### config.mk
export PLATFORM = sky130hd
export DESIGN_NAME = seq_mul
export DESIGN_NICKNAME = d
export VERILOG_FILES = /design/src/rtl/seq_mul_pkg.sv /design/src/rtl/seq_mul_digit.sv /design/src/rtl/seq_mul.sv
export SDC_FILE = /design/constraint.sdc
export NUM_CORES = 1
export LEC_CHECK = 0
export ABC_CLOCK_PERIOD_IN_PS = 8200
export CAP_MARGIN = 20
export CORE_AREA = 3 3 183 185
export DETAILED_ROUTE_END_ITERATION = 10
export DIE_AREA = 0 0 186 188
export PLACE_DENSITY = 0.75
export RECOVER_POWER = 100
export SYNTH_ARGS = -nofsm -noshare
export SYNTH_HDL_FRONTEND = slang
export SYNTH_SLANG_ARGS = --single-unit
export TNS_END_PERCENT = 10
### constraint.sdc
create_clock -name clk -period 8.2 [get_ports clk]
set_input_delay 1.64 -clock clk [delete_from_list [all_inputs] [get_ports clk]]
set_output_delay 1.64 -clock clk [all_outputs]
set_load 0.05 [all_outputs]
### src/rtl/seq_mul_pkg.sv
// Shared types and elaboration helpers for the iterative multiplier seq_mul.
package seq_mul_pkg;

  typedef enum logic [1:0] {
    IDLE = 2'd0,
    CALC = 2'd1,
    DONE = 2'd2
  } state_e;

  function automatic int iter_count(input int width, input int digit);
    return width / digit;
  endfunction

  // Counter must be able to hold N itself, not just N-1.
  function automatic int cnt_width(input int width, input int digit);
    return $clog2(iter_count(width, digit) + 1);
  endfunction

  function automatic bit params_legal(input int width, input int digit);
    return (width >= 2) && (digit >= 1) && (digit <= width) && ((width % digit) == 0);
  endfunction

endpackage

### src/rtl/seq_mul_digit.sv
// Combinational WIDTH x DIGIT unsigned multiply-accumulate: acc_hi + a*digit.
module seq_mul_digit #(
  parameter int WIDTH = 32,
  parameter int DIGIT = 4
) (
  input  logic [WIDTH-1:0]       a,
  input  logic [DIGIT-1:0]       digit,
  input  logic [WIDTH-1:0]       acc_hi,
  output logic [WIDTH+DIGIT-1:0] sum
);

  localparam int SW = WIDTH + DIGIT;

  logic [SW-1:0] a_ext_s;
  logic [SW-1:0] d_ext_s;
  logic [SW-1:0] hi_ext_s;

  // (2^W-1) + (2^W-1)(2^D-1) < 2^(W+D), so the sum never overflows SW bits.
  assign a_ext_s  = SW'(a);
  assign d_ext_s  = SW'(digit);
  assign hi_ext_s = SW'(acc_hi);
  assign sum      = hi_ext_s + a_ext_s * d_ext_s;

endmodule

### src/rtl/seq_mul.sv
// Iterative signed/unsigned multiplier retiring DIGIT multiplier bits per cycle,
// with valid/ready handshakes on operands and result.
module seq_mul
  import seq_mul_pkg::*;
#(
  parameter int WIDTH = 32,
  parameter int DIGIT = 4
) (
  input  logic               clk,
  input  logic               rst,
  input  logic               in_valid,
  output logic               in_ready,
  input  logic               in_signed,
  input  logic [WIDTH-1:0]   in_a,
  input  logic [WIDTH-1:0]   in_b,
  output logic               out_valid,
  input  logic               out_ready,
  output logic [2*WIDTH-1:0] out_p
);

  localparam int N  = iter_count(WIDTH, DIGIT);
  localparam int CW = cnt_width(WIDTH, DIGIT);
  localparam logic [CW-1:0]      LAST   = CW'(N - 1);
  localparam logic [CW-1:0]      ONE_CW = CW'(1'b1);
  localparam logic [WIDTH-1:0]   ONE_W  = WIDTH'(1'b1);
  localparam logic [2*WIDTH-1:0] ONE_P  = (2 * WIDTH)'(1'b1);

  if (!params_legal(WIDTH, DIGIT)) begin : g_param_check
    $error("seq_mul: illegal WIDTH/DIGIT combination");
  end

  state_e               state_r;
  state_e               state_s;
  logic [WIDTH-1:0]     mag_a_r;
  logic [2*WIDTH-1:0]   prod_r;
  logic [2*WIDTH-1:0]   prod_next_s;
  logic [2*WIDTH-1:0]   out_p_r;
  logic                 neg_r;
  logic [CW-1:0]        cnt_r;
  logic [WIDTH-1:0]     mag_a_s;
  logic [WIDTH-1:0]     mag_b_s;
  logic                 sign_s;
  logic                 last_s;
  logic [WIDTH+DIGIT-1:0] sum_s;

  // Operand magnitudes and result sign; |min| = 2^(W-1) still fits unsigned.
  always_comb begin
    mag_a_s = in_a;
    mag_b_s = in_b;
    sign_s  = in_signed & (in_a[WIDTH-1] ^ in_b[WIDTH-1]);
    if (in_signed && in_a[WIDTH-1]) begin
      mag_a_s = ~in_a + ONE_W;
    end else begin
      mag_a_s = in_a;
    end
    if (in_signed && in_b[WIDTH-1]) begin
      mag_b_s = ~in_b + ONE_W;
    end else begin
      mag_b_s = in_b;
    end
  end

  // prod_r holds {accumulator upper half, unretired multiplier bits}.
  seq_mul_digit #(.WIDTH(WIDTH), .DIGIT(DIGIT)) u_digit (
    .a      (mag_a_r),
    .digit  (prod_r[DIGIT-1:0]),
    .acc_hi (prod_r[2*WIDTH-1:WIDTH]),
    .sum    (sum_s)
  );

  if (DIGIT == WIDTH) begin : g_full
    assign prod_next_s = sum_s;
  end else begin : g_part
    assign prod_next_s = {sum_s, prod_r[WIDTH-1:DIGIT]};
  end

  assign last_s = (cnt_r == LAST);

  // State register.
  always_ff @(posedge clk or posedge rst) begin
    if (rst) begin
      state_r <= IDLE;
    end else begin
      state_r <= state_s;
    end
  end

  // Next-state logic and state-decoded handshake outputs.
  always_comb begin
    state_s   = state_r;
    in_ready  = 1'b0;
    out_valid = 1'b0;
    case (state_r)
      IDLE: begin
        in_ready = 1'b1;
        if (in_valid) state_s = CALC;
        else          state_s = IDLE;
      end
      CALC: begin
        if (last_s) state_s = DONE;
        else        state_s = CALC;
      end
      DONE: begin
        out_valid = 1'b1;
        if (out_ready) state_s = IDLE;
        else           state_s = DONE;
      end
      default: state_s = IDLE;
    endcase
  end

  // Datapath: operand capture, shift-add iterations and result register.
  always_ff @(posedge clk or posedge rst) begin
    if (rst) begin
      mag_a_r <= {WIDTH{1'b0}};
      prod_r  <= {(2 * WIDTH){1'b0}};
      out_p_r <= {(2 * WIDTH){1'b0}};
      neg_r   <= 1'b0;
      cnt_r   <= {CW{1'b0}};
    end else begin
      case (state_r)
        IDLE: begin
          if (in_valid) begin
            mag_a_r <= mag_a_s;
            prod_r  <= {{WIDTH{1'b0}}, mag_b_s};
            neg_r   <= sign_s;
            cnt_r   <= {CW{1'b0}};
          end
        end
        CALC: begin
          prod_r <= prod_next_s;
          cnt_r  <= cnt_r + ONE_CW;
          // Negating a zero magnitude yields zero, so no -0 can appear.
          if (last_s) begin
            out_p_r <= neg_r ? (~prod_next_s + ONE_P) : prod_next_s;
          end
        end
        default: begin
        end
      endcase
    end
  end

  assign out_p = out_p_r;

endmodule
* Word level (Yosys, flattened, before mapping)
Index checks and enable logic that the tools add are counted.
** Storage, ports and cells
- Register bits :: 167
- Latch bits :: 0
- RAM bits :: 0
- Memory bits (read-only) :: 0
- Input port bits :: 69
- Output and inout bits :: 66
- Word-level logic and storage cells :: 41
- Memories kept :: 0
** Cells by class
- Add/subtract/negate cells :: 5
- $mul :: 1
- Divide/modulo/power cells :: 0
- $lt $le $gt $ge :: 0
- Equality and inequality tests :: 4
- Shift-type cells :: 0
- Multiplexer cells :: 13
- Bitwise gates (word level) :: 5
- Reduce and logical (&&, ||, !) cells :: 7
** Operators by type and width (count)
- $mux W64 :: 2
- $pmux W64 S2 :: 1
- $add A32 B1 Y32 const B :: 2
- $add A64 B1 Y64 const B :: 1
- $mux W32 :: 2
- $not A32 Y32 :: 2
- $not A64 Y64 :: 1
- $add A32 B36 Y36 :: 1
- $mul A32 B4 Y36 :: 1
- $pmux W4 S2 :: 1
- $pmux W2 S3 :: 1
- $reduce_and A2 Y1 :: 3
- $add A4 B1 Y4 const B :: 1
- $eq A4 B3 Y1 const B :: 1
- $mux W2 :: 2
- $mux W4 :: 1
- $mux W1 :: 3
- $eq A2 B1 Y1 const B :: 1
- $eq A2 B2 Y1 const B :: 1
- $logic_and A1 B1 Y1 :: 2
- $logic_not A2 Y1 :: 1
- $ne A2 B2 Y1 const B :: 1
- $reduce_bool A2 Y1 :: 1
- $and A1 B1 Y1 :: 1
- $xor A1 B1 Y1 :: 1

* Logic depth before layout (Yosys ltp)
Gate-level depths: netlist of run 1.
- Depth after elaboration :: 5
- Depth in mapped cells :: 20
- Gate-level depth less buffers :: 19

* By module
Synthesis of run 1 repeated with hierarchy kept, for this count alone.
** Unflattened totals
- Cell total of the unflattened synthesis :: 1660
- Area, all modules :: 14206.1 um2
** Modules (own cells, without submodules)
- seq_mul :: instances 1, cells each 1024, area each 9120.0 um2, sequential area each 4179.0 um2
- seq_mul_digit :: instances 1, cells each 636, area each 5086.1 um2, sequential area each 0.0 um2

* Worst setup path after synthesis of run 1
Ideal clock, no wire load.
- Path type :: reg2reg
- Start point :: register prod_r[3]
- End point :: register out_p_r[63] (netlist: out_p[63])
- Library setup time :: 0.129 ns
- Data arrival time :: 5.119 ns
- Required time :: 8.071 ns
- Path slack :: 2.952 ns
- Stages on the path, launching flop included :: 19
- Path buffers :: 1
- Clock period less this slack :: 5.248 ns
- Cell sequence :: dfrtp_1 clkbuf_1 nand2_1 fa_1 fa_1 fa_1 inv_1 ha_1 nor2b_1 o311a_1 or3_1 a221oi_1 nand4_1 nand3b_1 nand4b_4 nand4b_2 o31ai_2 xnor2_1 o21ai_1
** On the way
- Word-level cells in the longest chain between the ends :: 5
** RTL lines
- from (decl) :: line seq_mul.sv:35 : logic [2*WIDTH-1:0] prod_r;
- from (signal assigned) :: line seq_mul.sv:116 : prod_r <= {(2 * WIDTH){1'b0}};
- from (signal assigned) :: line seq_mul.sv:125 : prod_r <= {{WIDTH{1'b0}}, mag_b_s};
- from (signal assigned) :: line seq_mul.sv:131 : prod_r <= prod_next_s;
- $mul A32 B4 Y36 (*) :: line seq_mul_digit.sv:22 : assign sum = hi_ext_s + a_ext_s * d_ext_s;
- $add A32 B36 Y36 (*) :: line seq_mul_digit.sv:22
- $not A64 Y64 :: line seq_mul.sv:135 : out_p_r <= neg_r ? (~prod_next_s + ONE_P) : prod_next_s;
- $add A64 B1 Y64 :: line seq_mul.sv:135
- $mux W64 (*) :: line seq_mul.sv:135
- to (signal assigned) :: line seq_mul.sv:117 : out_p_r <= {(2 * WIDTH){1'b0}};
- to (signal assigned) :: line seq_mul.sv:135
- to (decl) :: line seq_mul.sv:37 : logic [2*WIDTH-1:0] out_p_r;
Mark *: on every way between the ends. The rest lies on a longest branch, timed or not.
A chain may end at the register's enable or synchronous reset.

* Worst setup path after layout of run 1
- Start point :: register prod_r[3]
- End point :: register out_p_r[61] (netlist: out_p[61])
The elaborated chain is that of the path after synthesis.

==> results of run 1 <==
## flip-flops by register name (all words and copies together), names as in the netlist
name     count
prod_r      64
mag_a_r     32
out_p       64
state_r      2
neg_r        1
cnt_r        4
## per-stage QoR
stage | cell area (µm²) | utilization (%)
2_1_floorplan | 14300 | -
3_3_place_gp | 15900 | 49.4
3_5_place_dp | 15900 | 49.4
4_1_cts | 16500 | 51.3
5_1_grt | 16400 | 50.9
6_report | 16400 | 50.9
## worst paths after layout
kind                                       start                     to  slack (ns)  cells after the start
max                        prod_r[3]$_DFFE_PP0P_  out_p[61]$_DFFE_PP0P_        1.38                     17
min                        out_p[37]$_DFFE_PP0P_  out_p[37]$_DFFE_PP0P_        0.48                      2
max reg2reg                prod_r[3]$_DFFE_PP0P_  out_p[61]$_DFFE_PP0P_        1.38                     17
min reg2reg                out_p[37]$_DFFE_PP0P_  out_p[37]$_DFFE_PP0P_        0.48                      2
max in group asynchronous                    rst      neg_r$_DFFE_PP0P_        2.16                      3
min in group asynchronous                    rst  out_p[29]$_DFFE_PP0P_        2.89                      2
## cells in the mapped netlist, drive strengths merged (23+ instances only)
cell    count  area, µm²
inv       170        638
ha         48        601
a22oi      28        210
xnor2      69        627
xor2       78        683
and2      126        788
clkbuf     77        309
o31ai      36        285
o21ai     216       1090
nand3      51        260
a21oi      61        309
nor3       23        126
dfrtp     167       4180
fa         91       1820
nor2       56        218
nand2     196        736
## kinds of logic after synthesis
logic type,after synthesis
AO/OA/AOI/OAI,413
XOR/XNOR,147
adder cells (fa/ha/maj),139
buffers and inverters,253
flip-flops,167
multiplexers,1
AND/OR/NAND/NOR,551
## per-layer routing
metal | track usage (%) | vias up | wire [µm]
met5 | 0 | - | 0
met2 | 32.6 | 313 | 16300
met3 | 3.16 | 30 | 1970
met1 | 31.6 | 5604 | 17600
li1 | - | 5805 | -
met4 | 5.01 | 0 | 386
## critical path: stages, from the launching register on
cell	delay [ns]
sky130_fd_sc_hd__dfrtp_1	0.95
sky130_fd_sc_hd__nand2_1	0.18
sky130_fd_sc_hd__fa_1	0.55
sky130_fd_sc_hd__fa_1	0.52
sky130_fd_sc_hd__fa_1	0.52
sky130_fd_sc_hd__inv_1	0.04
sky130_fd_sc_hd__ha_1	0.34
sky130_fd_sc_hd__nor2b_1	0.16
sky130_fd_sc_hd__o311a_1	0.35
sky130_fd_sc_hd__o21ai_0	0.61
sky130_fd_sc_hd__o21bai_1	0.38
sky130_fd_sc_hd__a2111oi_0	0.69
sky130_fd_sc_hd__o31ai_2	0.17
sky130_fd_sc_hd__nor4_4	0.23
sky130_fd_sc_hd__nand4b_1	0.25
sky130_fd_sc_hd__o31ai_1	0.36
sky130_fd_sc_hd__xnor2_1	0.16
sky130_fd_sc_hd__o21ai_1	0.08
## cell type report
class	instances	area share, %
Timing Repair Buffer	143	8.42
Tap cell	408	3.11
Clock inverter	15	1.15
Sequential cell	167	25.5
Inverter	171	3.92
Clock buffer	17	2.59
Multi-Input combinational cell	1251	55.3
==> flow_summary.toml, run 1 <==
[timing]
hold_viol = 0
layout_min_cycle_time_ns = 6.82
timing.final.setup_violations = 0
max_clock_freq_mhz = 147
fin_worst_hold_slack_ns = 0.477
fin_ws_ns = 1.38
worst-slew-pin-transition_ns = 4.14
finClkSkew_ns = 0.0123
timing.final.max_slew_violations = 516
rsz0062_at_grt = "no"
timing.slew.headroom_pct = -178
final.period_utilization_pct = 83.2
setup_tns_ns = 0

[worst_hold_path]
min-delay-path-class = "reg -> reg"

[floorplan]
floorplan.die.width_um = 186
placeableCoreArea_um2 = 32200
die_h_um = 188
ios = 135
start_util_pct = 44.4
num_rows = 66
die-area_um2 = 35000

[setup_path]
end_kind = "flop"
timing_worst_setup_path_type = "reg -> reg"
worstPathArrival_ns = 7.00
critPathMaxFanout = 33
startpoint_type = "flop"
worstPathRequired_ns = 8.38

[synth]
synth_sequential_area_ratio_pct = 29.2
netlist_instances = 1671
ys_warn_count = 0
number_of_flops_mapped_to_enable_cells_by_yosys = 0
dominantRegCellSynth = "sky130_fd_sc_hd__dfrtp_1"
synth-compound-area-share_pct = 17.6
synth.avg_cell_area_um2 = 8.56
synth_xor_area_share_pct = 9.16
dominant_combinational_cell_family_by_area_after_synthesis = "simple AND/OR/NAND/NOR gates"
synth.ff_latch_count = 167
post_synth_and_or_nand_nor_area_fraction_pct = 20.2
synth.mux.area_fraction_pct = 0.0700
syn_nets = 1879
post_synth_num_cell_types = 81
async_reset_ff_share_pct = 100
mappedNetlistArea_um2 = 14300
post_synth_fa_ha_maj_area_fraction_pct = 16.9

[clock_network]
worstSkewPairLatency_ns = 0.46
tritoncts.num_buffers = 17
post-cts-setup-buffer-count = 0
worst_setup_hold_path_clk_slew_ns = 0.08
cts_tree = "yes"
cts-root-buf = "sky130_fd_sc_hd__clkbuf_16"
htreeDepth = 4
max-clock-path-buffers = 2
hold_buffers = 0
cts-resized-gates = 0
clkSinkCount = 167

[global_routing]
grt_util_all_layers_pct = 21.2
global_route.overflow_total = 0
grt_pass1_vias = 11719
largest_net_degree_at_the_start_of_global_routing = 121
grt_pass1_wl_um = 60500
antenna_found_initial = 0

[detailed_routing]
antenna_violating_nets_post_route = 0
detail_route.wl_per_cell_um = 16.7
detailedRoute.firstPassIterationCount = 5
post-route-drc-count = 0
routed-via-count = 11752
postRouteWirelength_um = 36300
via_density_per_instance = 5.41
detail_route.iter0.violations = 744

[finish]
final-seq-area_um2 = 4180
fill_cells = 3068
nNetsFinal = 1959
post_layout_nonfiller_instances = 2172
most_common_cell_after_layout_fill_and_taps_aside = "sky130_fd_sc_hd__nand2_1"
share_of_layout_cells_above_drive_strength_1_pct = 3.51
syn2layout_area_growth_pct = 14.7
layout.cells.most_common_list = "sky130_fd_sc_hd__nand2_1, sky130_fd_sc_hd__o21ai_0, sky130_fd_sc_hd__inv_1"
diodes = 0
multi_input_gate_area_in_the_final_layout_um2 = 9070

[placement]
globalplace.congestion = 0.891
number_of_placed_cells_counting_well_taps = 2138
io_buffer_count = 134
dpl.hpwl_um = 27400
place_ws_ns = 1.76

[run]
cap_violations = 7

[outcome]
run_status = "complete, but fails checks"
violations = "capacitance limit, slew limit"
Power of run 1 is not shown: default switching activity piles up to over one toggle a cycle in this logic, so the estimate is an artifact.
==> run 2: changes to the inputs <==
--- a/config.mk
+++ b/config.mk
@@ -5,7 +5,7 @@
 export SDC_FILE = /design/constraint.sdc
 export NUM_CORES = 1
 export LEC_CHECK = 0
-export ABC_CLOCK_PERIOD_IN_PS = 8200
+export ABC_CLOCK_PERIOD_IN_PS = 6300
 export CAP_MARGIN = 20
 export CORE_AREA = 3 3 183 185
 export DETAILED_ROUTE_END_ITERATION = 10
==> constraint.sdc (replaced) <==
create_clock -name clk -period 6.3 [get_ports clk]
set_input_delay 1.26 -clock clk [delete_from_list [all_inputs] [get_ports clk]]
set_output_delay 1.26 -clock clk [all_outputs]
set_load 0.05 [all_outputs]
==> flow_summary.toml, run 2 (synthesized netlist as in run 1, its figures left out) <==
[finish]
final_design_area_no_fill_um2 = 16400
nNetsFinal = 1969
fill_cells = 2995
layout.cells.most_common_list = "sky130_fd_sc_hd__nand2_1, sky130_fd_sc_hd__o21ai_0, sky130_fd_sc_hd__inv_1"
syn2layout_area_growth_pct = 14.9
most_common_cell_after_layout_fill_and_taps_aside = "sky130_fd_sc_hd__nand2_1"
share_of_layout_cells_above_drive_strength_1_pct = 4.34
diodes = 0

[timing]
layout_min_cycle_time_ns = 5.79
final.period_utilization_pct = 91.9
timing.final.setup_violations = 0
worst-slew-pin-transition_ns = 3.57
fin_worst_hold_slack_ns = 0.472
finClkSkew_ns = 0.0130
timing.final.max_slew_violations = 287
hold_viol = 0
rsz0062_at_grt = "no"
max_clock_freq_mhz = 173
setup_tns_ns = 0
timing.slew.headroom_pct = -138

[clock_network]
clkSinkCount = 167
cts-root-buf = "sky130_fd_sc_hd__clkbuf_16"
worstSkewPairLatency_ns = 0.44
cts_tree = "yes"
htreeDepth = 4
hold_buffers = 0
tritoncts.num_buffers = 17
worst_setup_hold_path_clk_slew_ns = 0.07
max-clock-path-buffers = 2

[outcome]
violations = "capacitance limit, slew limit"
run_status = "complete, but fails checks"

[setup_path]
startpoint_type = "flop"
worstReg2RegStart = "prod_r[2]$_DFFE_PP0P_"
worstPathRequired_ns = 6.62
timing_worst_setup_path_type = "reg -> reg"
r2r_slack_ns = 0.51
end_kind = "flop"
critical_path.startpoint = "prod_r[2]$_DFFE_PP0P_"
critPathMaxFanout = 32
worstPathArrival_ns = 6.11

[floorplan]
die-area_um2 = 35000
start_util_pct = 44.4
ios = 135
placeableCoreArea_um2 = 32200
floorplan.die.width_um = 186
num_rows = 66
die_h_um = 188

[detailed_routing]
detail_route.wl_per_cell_um = 16.5
routed-via-count = 11849
antenna_violating_nets_post_route = 0
postRouteWirelength_um = 36000
post-route-drc-count = 0
detailedRoute.firstPassIterationCount = 5
via_density_per_instance = 5.43
detail_route.iter0.violations = 879

[global_routing]
global_route.overflow_total = 0
antenna_found_initial = 0
grt_util_all_layers_pct = 21.0
grt_pass1_wl_um = 59900
largest_net_degree_at_the_start_of_global_routing = 121
grt_pass1_vias = 11676

[placement]
globalplace.congestion = 0.919
dpl.hpwl_um = 27400
placedInstanceArea_um2 = 16000
io_buffer_count = 134

[worst_hold_path]
min-delay-path-class = "reg -> reg"
worst_hold_startpoint = "out_p[51]$_DFFE_PP0P_"

[run]
cap_violations = 4
[run 2: cell count changes in the layout (fill, tap and decap cells not counted), sizes merged]
cell	delta
clkinv	-3
bufinv	-1
dlygate4sd3	-1
buf	+12
inv	+1
clkdlybuf4s50	+1
[run 2: timing repair]
action | 4_1_cts | 5_1_grt
endpoints found under the setup margin | 0 | 5
gates resized for setup | 0 | 1
buffers inserted | 0 | 0
[run 2: metrics by stage]
step	std cells	util (%)	setup WS (ns)
after floorplan	1671	-	0.522
after global placement	2149	49.6	0.483
after detailed placement	2149	49.6	0.395
after global routing	2181	51.1	0.0732
final	2181	51.1	0.508
after CTS	2180	51.3	0.342
[run 2: worst max-delay path, stage by stage (launching register included)]
cell                       delay, ns
sky130_fd_sc_hd__dfrtp_1        0.36
sky130_fd_sc_hd__buf_4          0.28
sky130_fd_sc_hd__nand2_1        0.12
sky130_fd_sc_hd__fa_1           0.50
sky130_fd_sc_hd__fa_1           0.51
sky130_fd_sc_hd__fa_1           0.51
sky130_fd_sc_hd__inv_1          0.04
sky130_fd_sc_hd__ha_1           0.24
sky130_fd_sc_hd__a211oi_1       0.50
sky130_fd_sc_hd__o21ai_0        0.34
sky130_fd_sc_hd__or3_1          0.41
sky130_fd_sc_hd__nand3_1        0.19
sky130_fd_sc_hd__nand4_1        0.17
sky130_fd_sc_hd__nand3b_1       0.30
sky130_fd_sc_hd__nand4b_2       0.30
sky130_fd_sc_hd__nand4b_2       0.30
sky130_fd_sc_hd__o31ai_1        0.36
sky130_fd_sc_hd__xnor2_1        0.16
sky130_fd_sc_hd__o21ai_1        0.07
[run 2: area by class of cell]
type	instances	area, µm²	share of cell area, %
clock inverters	12	93.8	0.571
repair buffers	153	1480	9.03
inverters	171	642	3.90
clock buffers	19	443	2.69
flip-flops and latches	167	4180	25.4
multi-input cells	1251	9090	55.3
well taps	408	510	3.10
[run 2: path summary, 6_finish.rpt]
kind,end,cells after the start
worst max-delay path,out_p[61]$_DFFE_PP0P_,18
worst min-delay path,out_p[51]$_DFFE_PP0P_,2
worst max register to register,out_p[61]$_DFFE_PP0P_,18
worst min register to register,out_p[51]$_DFFE_PP0P_,2
max in group asynchronous,out_p[60]$_DFFE_PP0P_,3
min in group asynchronous,out_p[29]$_DFFE_PP0P_,2
[run 2: layer usage]
| metal | global-route usage, % | wire (µm) | vias up |
|---|---|---|---|
| met5 | 0 | 0 | - |
| li1 | - | - | 5815 |
| met1 | 31.1 | 17400 | 5672 |
| met3 | 3.69 | 1990 | 43 |
| met2 | 32.0 | 15900 | 319 |
| met4 | 5.73 | 622 | 0 |
Power of run 2 is left out for the same reason.
==> run 3: changes to the inputs <==
--- a/config.mk
+++ b/config.mk
@@ -10,7 +10,8 @@
 export CORE_AREA = 3 3 183 185
 export DETAILED_ROUTE_END_ITERATION = 10
 export DIE_AREA = 0 0 186 188
-export PLACE_DENSITY = 0.75
+export DONT_BUFFER_PORTS = 1
+export PLACE_DENSITY = 0.7
 export RECOVER_POWER = 100
 export SYNTH_ARGS = -nofsm -noshare
 export SYNTH_HDL_FRONTEND = slang
==> flow_summary.toml, run 3 (synthesized netlist as in run 1, its figures left out) <==
[floorplan]
ios = 135
die_h_um = 188
num_rows = 66
placeableCoreArea_um2 = 32200
start_util_pct = 44.4
floorplan.die.width_um = 186
die-area_um2 = 35000

[detailed_routing]
post-route-drc-count = 0
postRouteWirelength_um = 36200
detailedRoute.firstPassIterationCount = 5
detail_route.iter0.violations = 796
detail_route.wl_per_cell_um = 17.7
antenna_violating_nets_post_route = 0
routed-via-count = 11466
via_density_per_instance = 5.59

[clock_network]
worstSkewPairLatency_ns = 0.45
hold_buffers = 0
clkSinkCount = 167
htreeDepth = 4
tritoncts.num_buffers = 17
cts_tree = "yes"
max-clock-path-buffers = 2
cts-root-buf = "sky130_fd_sc_hd__clkbuf_16"
worst_setup_hold_path_clk_slew_ns = 0.07

[placement]
placedInstanceArea_um2 = 14700
place_ws_ns = 0.245
dpl.hpwl_um = 27800
globalplace.congestion = 0.962
io_buffer_count = 0

[global_routing]
grt_pass1_wl_um = 60400
global_route.overflow_total = 0
grt_pass1_vias = 11280
largest_net_degree_at_the_start_of_global_routing = 121
antenna_found_initial = 0
grt_util_all_layers_pct = 21.3

[finish]
share_of_layout_cells_above_drive_strength_1_pct = 4.50
most_common_cell_after_layout_fill_and_taps_aside = "sky130_fd_sc_hd__nand2_1"
nNetsFinal = 1838
fill_cells = 3106
layout.cells.most_common_list = "sky130_fd_sc_hd__nand2_1, sky130_fd_sc_hd__o21ai_0, sky130_fd_sc_hd__inv_1"
final_design_area_no_fill_um2 = 15100
final-seq-area_um2 = 4180
syn2layout_area_growth_pct = 5.67
diodes = 0
multi_input_gate_area_in_the_final_layout_um2 = 9060

[timing]
timing.final.max_slew_violations = 335
fin_ws_ns = 0.383
rsz0062_at_grt = "no"
setup_tns_ns = 0
layout_min_cycle_time_ns = 5.92
max_clock_freq_mhz = 169
timing.final.setup_violations = 0
timing.slew.headroom_pct = -90.7
final.period_utilization_pct = 93.9
hold_viol = 0
finClkSkew_ns = 0.0169
worst-slew-pin-transition_ns = 2.84

[setup_path]
end_kind = "flop"
path_buf_inv = 4
timing_worst_setup_path_type = "reg -> reg"
worstPathRequired_ns = 6.62
worstPathArrival_ns = 6.23
startpoint_type = "flop"
critPathMostFrequentCell = "sky130_fd_sc_hd__fa_1"
critPathMaxFanout = 22
crit_slowest_cell = "sky130_fd_sc_hd__dfrtp_1"
slowest_delay_ns = 0.58
critical_path_cell_by_cell = "buf_4 -> and2_0 -> fa_1 -> fa_1 -> inv_1 -> fa_1 -> inv_1 -> ha_1 -> a21oi_1 -> o21a_1 -> o22ai_1 -> a2111oi_0 -> o31ai_1 -> buf_4 -> a21oi_1 -> xor2_1 -> nand4b_1 -> o21ai_0 -> xor2_1 -> o21ai_1"
cp_top_family = "adder cells"

[worst_hold_path]
min-delay-path-class = "reg -> reg"

[outcome]
run_status = "complete, but fails checks"
violations = "capacitance limit, slew limit"

[run]
cap_violations = 6
==> run 3: through the flow <==
stage | std cells | hold WS (ns) | util (%)
after detailed placement | 2017 | 0.495 | 45.5
after global placement | 2017 | 0.482 | 45.5
after floorplan | 1671 | 0.469 | -
after CTS | 2049 | 0.510 | 47.3
final | 2051 | 0.506 | 46.9
after global routing | 2051 | 0.537 | 46.9
==> run 3: worst paths after layout <==
kind                                   startpoint                      to  slack (ns)  depth (start not counted)
setup / recovery            prod_r[2]$_DFFE_PP0P_   out_p[62]$_DFFE_PP0P_        0.38                         20
hold / removal             prod_r[52]$_DFFE_PP0P_  prod_r[52]$_DFFE_PP0P_        0.51                          2
setup reg to reg            prod_r[2]$_DFFE_PP0P_   out_p[62]$_DFFE_PP0P_        0.38                         20
hold reg to reg            prod_r[52]$_DFFE_PP0P_  prod_r[52]$_DFFE_PP0P_        0.51                          2
max in group asynchronous                     rst   out_p[43]$_DFFE_PP0P_        1.58                          2
min in group asynchronous                     rst   out_p[32]$_DFFE_PP0P_        1.49                          1
==> run 3: tightest hold or removal path: stages, from the launching register on <==
cell and delay (ns):
sky130_fd_sc_hd__dfrtp_1 0.34, sky130_fd_sc_hd__nand3_1 0.06, sky130_fd_sc_hd__o21ai_0 0.07
==> run 3: final cells by class <==
cell class / count / area share (%)
Clock inverter: 13 / 0.853
Tap cell: 408 / 3.38
Timing Repair Buffer: 22 / 0.960
Sequential cell: 167 / 27.7
Inverter: 171 / 4.25
Clock buffer: 19 / 2.93
Multi-Input combinational cell: 1251 / 60.0
==> run 3: repair_timing <==
item / CTS / global route
buffers inserted: 0 / 0
resized for setup: 0 / 2
setup endpoints to repair: 0 / 9
==> run 3: routing by layer <==
metal	up-vias	share of wire (%)	track usage, %
met4	0	1.3	4.76
li1	5564	-	-
met2	325	44	31.9
met1	5541	47	31.1
met3	36	7.8	5.74
met5	-	0	0
Power of run 3 is left out for the same reason.
